===== config.mk =====
export PLATFORM = sky130hd
export DESIGN_NAME = sar_cmp_ctrl
export DESIGN_NICKNAME = d
export VERILOG_FILES = /design/src/rtl/sar_cmp_ctrl_pkg.sv /design/src/rtl/sar_cmp_ctrl_sync2.sv /design/src/rtl/sar_cmp_ctrl.sv
export SDC_FILE = /design/constraint.sdc
export NUM_CORES = 1
export LEC_CHECK = 0
export CAP_MARGIN = 20
export CORE_UTILIZATION = 55
export CTS_BUF_LIST = sky130_fd_sc_hd__clkbuf_4 sky130_fd_sc_hd__clkbuf_8
export CTS_CLUSTER_DIAMETER = 80
export DETAILED_ROUTE_END_ITERATION = 8
export GPL_TIMING_DRIVEN = 0
export PLACE_DENSITY = 0.89
export SLEW_MARGIN = 20
export SYNTH_ARGS = -nofsm -noshare
export SYNTH_HDL_FRONTEND = slang
export SYNTH_SLANG_ARGS = --single-unit

===== constraint.sdc =====
create_clock -name clk -period 2.8 [get_ports clk]
set_clock_uncertainty 0.05 [all_clocks]
set_input_delay 0.56 -clock clk [delete_from_list [all_inputs] [get_ports clk]]
set_output_delay 0.56 -clock clk [all_outputs]
set_load 0.05 [all_outputs]

===== src/rtl/sar_cmp_ctrl_pkg.sv =====
// Shared types and defaults for the successive-approximation comparator controller.
// Holds the FSM state enum, the default parameter values and the comparator polarity.
package sar_cmp_ctrl_pkg;

   typedef enum logic [1:0] {
      ST_IDLE   = 2'd0,
      ST_SETTLE = 2'd1,
      ST_EVAL   = 2'd2,
      ST_DONE   = 2'd3
   } state_t;

   localparam int DEF_WIDTH      = 8;
   localparam int DEF_SETTLE_CYC = 2;
   localparam int DEF_EVAL_CYC   = 3;

   // Level that cmp_in takes when the analog input is above the DAC output.
   localparam logic CMP_ABOVE = 1'b1;

endpackage


===== src/rtl/sar_cmp_ctrl_sync2.sv =====
// Two-flop synchroniser with asynchronous active-low reset to 0.
// Brings the raw latched-comparator output into the clk domain.
module cmp_sync2 (
   input  logic clk,
   input  logic rst_n,
   input  logic d_i,
   output logic q_o
);

   logic meta_q;
   logic sync_q;

   always_ff @(posedge clk or negedge rst_n) begin
      if (!rst_n) begin
         meta_q <= 1'b0;
         sync_q <= 1'b0;
      end else begin
         meta_q <= d_i;
         sync_q <= meta_q;
      end
   end

   assign q_o = sync_q;

endmodule


===== src/rtl/sar_cmp_ctrl.sv =====
// SAR conversion sequencer: drives the DAC trial code and the comparator enable,
// and resolves one bit per SETTLE+EVAL step, MSB first.
//
// Handshake: start is level-sampled and is only honoured in IDLE. abort cancels a
// running conversion on the next edge. done pulses for one cycle exactly when
// result is updated. There is no ready/backpressure path.
module sar_cmp_ctrl
   import sar_cmp_ctrl_pkg::*;
#(
   parameter int WIDTH      = DEF_WIDTH,
   parameter int SETTLE_CYC = DEF_SETTLE_CYC,
   parameter int EVAL_CYC   = DEF_EVAL_CYC
) (
   input  logic             clk,
   input  logic             rst_n,
   input  logic             start,
   input  logic             abort,
   input  logic             cmp_in,
   output logic             cmp_en,
   output logic [WIDTH-1:0] dac_code,
   output logic             busy,
   output logic             done,
   output logic [WIDTH-1:0] result,
   output logic [1:0]       dbg_state
);

   localparam int IW   = (WIDTH > 1) ? $clog2(WIDTH) : 1;
   localparam int PMAX = (SETTLE_CYC > EVAL_CYC) ? SETTLE_CYC : EVAL_CYC;
   localparam int PW   = (PMAX > 1) ? $clog2(PMAX) : 1;

   state_t           state_q, state_d;
   logic [IW-1:0]    idx_q, idx_d;
   logic [PW-1:0]    phase_q, phase_d;
   logic [WIDTH-1:0] code_q, code_d;
   logic [WIDTH-1:0] result_q, result_d;
   logic             cmp_en_q, busy_q, done_q;
   logic             cmp_sync;
   logic             bit_d;
   logic [IW-1:0]    idx_m1;

   cmp_sync2 u_cmp_sync (
      .clk   (clk),
      .rst_n (rst_n),
      .d_i   (cmp_in),
      .q_o   (cmp_sync)
   );

   assign bit_d  = (cmp_sync == CMP_ABOVE);
   assign idx_m1 = idx_q - IW'(1);

   always_comb begin
      state_d  = state_q;
      idx_d    = idx_q;
      phase_d  = phase_q;
      code_d   = code_q;
      result_d = result_q;
      case (state_q)
         ST_IDLE: begin
            // abort together with start keeps the controller idle
            if (start && !abort) begin
               state_d            = ST_SETTLE;
               idx_d              = IW'(WIDTH-1);
               code_d             = '0;
               code_d[WIDTH-1]    = 1'b1;
               phase_d            = PW'(SETTLE_CYC-1);
            end
         end
         ST_SETTLE: begin
            if (abort) begin
               state_d = ST_IDLE;
               code_d  = '0;
            end else if (phase_q == '0) begin
               state_d = ST_EVAL;
               phase_d = PW'(EVAL_CYC-1);
            end else begin
               phase_d = phase_q - PW'(1);
            end
         end
         ST_EVAL: begin
            if (abort) begin
               state_d = ST_IDLE;
               code_d  = '0;
            end else if (phase_q == '0) begin
               code_d[idx_q] = bit_d;
               if (idx_q != '0) begin
                  code_d[idx_m1] = 1'b1;
                  idx_d          = idx_m1;
                  phase_d        = PW'(SETTLE_CYC-1);
                  state_d        = ST_SETTLE;
               end else begin
                  result_d = code_d;
                  state_d  = ST_DONE;
               end
            end else begin
               phase_d = phase_q - PW'(1);
            end
         end
         ST_DONE: begin
            state_d = ST_IDLE;
         end
         default: begin
            state_d = ST_IDLE;
         end
      endcase
   end

   // Status outputs are registered from the next state so they align with it.
   always_ff @(posedge clk or negedge rst_n) begin
      if (!rst_n) begin
         state_q  <= ST_IDLE;
         idx_q    <= '0;
         phase_q  <= '0;
         code_q   <= '0;
         result_q <= '0;
         cmp_en_q <= 1'b0;
         busy_q   <= 1'b0;
         done_q   <= 1'b0;
      end else begin
         state_q  <= state_d;
         idx_q    <= idx_d;
         phase_q  <= phase_d;
         code_q   <= code_d;
         result_q <= result_d;
         cmp_en_q <= (state_d == ST_EVAL);
         busy_q   <= (state_d == ST_SETTLE) || (state_d == ST_EVAL);
         done_q   <= (state_d == ST_DONE);
      end
   end

   assign cmp_en    = cmp_en_q;
   assign busy      = busy_q;
   assign done      = done_q;
   assign dac_code  = code_q;
   assign result    = result_q;
   assign dbg_state = state_q;

endmodule


==> reports/summary.txt <==
status -> finished clean
Clock Latency Late Sink -> 340 ps
Max Clk Rate -> 432 MHz
post_cts resized -> 0
CTS root buf -> clkbuf_4
first-pass GRT wire length -> 5.77 mm
worst slack at placement -> 539 ps
unrepaired setup endpoints after global routing -> false
Critical Path Sink Type -> register
Synth Area in Compound Gates -> 18.1%
Synth Area in Adders -> 9.28%
total track usage -> 23.5%
Iteration-0 DRC Markers -> 32
Util after Layout -> 69.9%
crit start category -> register
post-synthesis simple-gate area fraction -> 13.8%
clock slew at reported path FFs -> 160 ps
final setup fails -> 0
CP Class -> reg -> reg
initial antenna violation count -> 0
largest net degree at the start of global routing -> 29
Post-CTS Hold Fix Bufs -> 0
worst-path maximum fanout -> 10
Die Width -> 56.2 um
WP data arrival -> 2510 ps
footprint of the multi-input gates -> 825 um2
Async S/R FF share, synth -> 100%
hold slack -> 153 ps
mux cell area share after synthesis -> 8.74%
IO buf count -> 24
layout filler cell count -> 226
Least-Margin Pin Slew -> 633 ps
final WL -> 3.46 mm
commonest non-fill, non-tap cell in the layout -> dfrtp_1
final hold violations -> 0
DIE HEIGHT -> 56.2 um
Worst slew margin -> 57.5%
Post-Syn Nets -> 179
number of core rows -> 19
Yosys cell types -> 35
Hold Crit Class -> in -> async
Post-Synthesis Cells -> 162
CTS tree -> done
vias per std cell -> 5.87
Tmin final -> 2310 ps
fin. max-slew vios -> 0
remaining antenna violation count -> 0
wire length per cell -> 15.6 um
Ports -> 26
#FFs+latches synth -> 28
Mapped Area -> 1620 um2
Pwr per Cell Area -> 738 nW/um2
setup TNS -> 0 ps
main combinational cell family by area after synthesis -> compound AO/OA/AOI/OAI gates
Post-CTS Setup Repair Bufs -> 0
Post-synth EDFFs -> 0
Final Cycle Share -> 82.6%
CTS max path bufs -> 2
Die ar. -> 3160 um2
Reg area -> 701 um2
total core area -> 2780 um2
RePlAce Congestion -> 0.889
worst endpoint required time -> 3000 ps
share of cells above drive strength 1 -> 10.0%
grt ovf -> 0
CTS HTree Levels -> 1
number of warning messages in the yosys log -> 0
clk sinks -> 28
Vias -> 1298
final worst setup slack -> 488 ps
hpwl dp -> 2.57 mm
peak supply drop -> 0.601 mV
Synth Area in XOR/XNOR -> 1.08%
commonest cells after routing, fill and taps aside -> 28 x dfrtp_1, 23 x clkdlybuf4s50_1, 18 x o21ai_0
Synth Flop Type -> dfrtp_1
leakage power -> 0.000901 uW
MaxCap Viol Count -> 0
Final #Nets -> 208
register area share after synthesis -> 43.3%
vias in the first global route -> 1284
Area Overhead vs Synth -> 20.2%
TritonCTS Buffers -> 3
Initial Utilization -> 58.2%
drt first pass iters -> 4
number of diodes -> 0
DR DRC count -> 0
synthesized area per cell -> 9.99 um2
## cell usage after synthesis, drive strengths merged, types with 3 or more instances
master  count  area share (%)
o31ai       4             1.9
nand2      17             3.9
ha         12             9.3
mux2        3             2.6
mux2i      10             6.2
nor2b       3             1.2
a21oi       6             1.9
a22o        7             3.8
o21ai      19             5.9
dfrtp      28              43
nor3b       4             1.9
buf         5             1.5
inv        14             3.2
clkbuf      4            0.93
nand3b      3             1.4
nand3       6             1.9
## kinds of logic (layout without fill, tap and decap cells)
group	after synthesis	in the layout
adders and majority gates	12	12
DFF	28	28
muxes	13	13
and+or+nand+nor	40	40
AOI/OAI and AO/OA	44	44
xor gates and xnor gates	2	2
buffers and inverters	23	51
## report_power, final
part	switching (uW)	internal [uW]
combinational	420	239
clock	132	145
sequential	42.6	456
## critical path, cell delays in order (launching register included)
cell and delay (ps):
dfrtp_1 440, clkbuf_1 330, inv_1 140, ha_1 250
or2b_2 220, a21boi_2 80, or3_4 400, mux2_4 300
## per-layer routing
| layer | wire length (um) | up-vias | track usage, % | share of wire (%) |
|---|---|---|---|---|
| met5 | 0 | - | 0 | 0 |
| met1 | 1540 | 644 | 28.4 | 45 |
| met2 | 1760 | 24 | 42.3 | 51 |
| li1 | - | 625 | - | - |
| met3 | 111 | 5 | 3.72 | 3.2 |
| met4 | 38 | 0 | 7.67 | 1.1 |
## state kept, by name, summed over array words and instances, names as in the netlist, 2 cells and up
name	count
dac_code	8
phase_q	2
idx_q	3
dbg_state	2
result	8
## final cells by class
| type | instances | area share (%) |
|---|---|---|
| buffer | 9 | 2.06 |
| clock buffer | 3 | 1.16 |
| clock inverter | 1 | 1.54 |
| inverter | 14 | 2.70 |
| multi-input combinational | 111 | 42.4 |
| sequential | 28 | 36.0 |
| tap | 31 | 1.99 |
| timing repair buffer | 24 | 12.1 |
## final timing paths
path,from,endpoint,slack [ps],cells past startpoint
worst max-delay path,idx_q[0],idx_q[0],490,7
worst min-delay path,rst_n,dbg_state[1],150,1
worst max register to register,idx_q[0],idx_q[0],490,7
worst min register to register,u_cmp_sync.meta_q,u_cmp_sync.q_o,330,0
max in group asynchronous,rst_n,phase_q[1],2150,1
min in group clk,u_cmp_sync.meta_q,u_cmp_sync.q_o,330,0
## through the flow
stage	cells	total power (uW)	instance area, um2
final	221	1430	1940
after global routing	221	1510	1940
after CTS	221	1420	1940
after detailed placement	217	1160	1890
after global placement	217	1120	1900
after floorplan	162	980	1620
(Power assumes the default switching activity.)
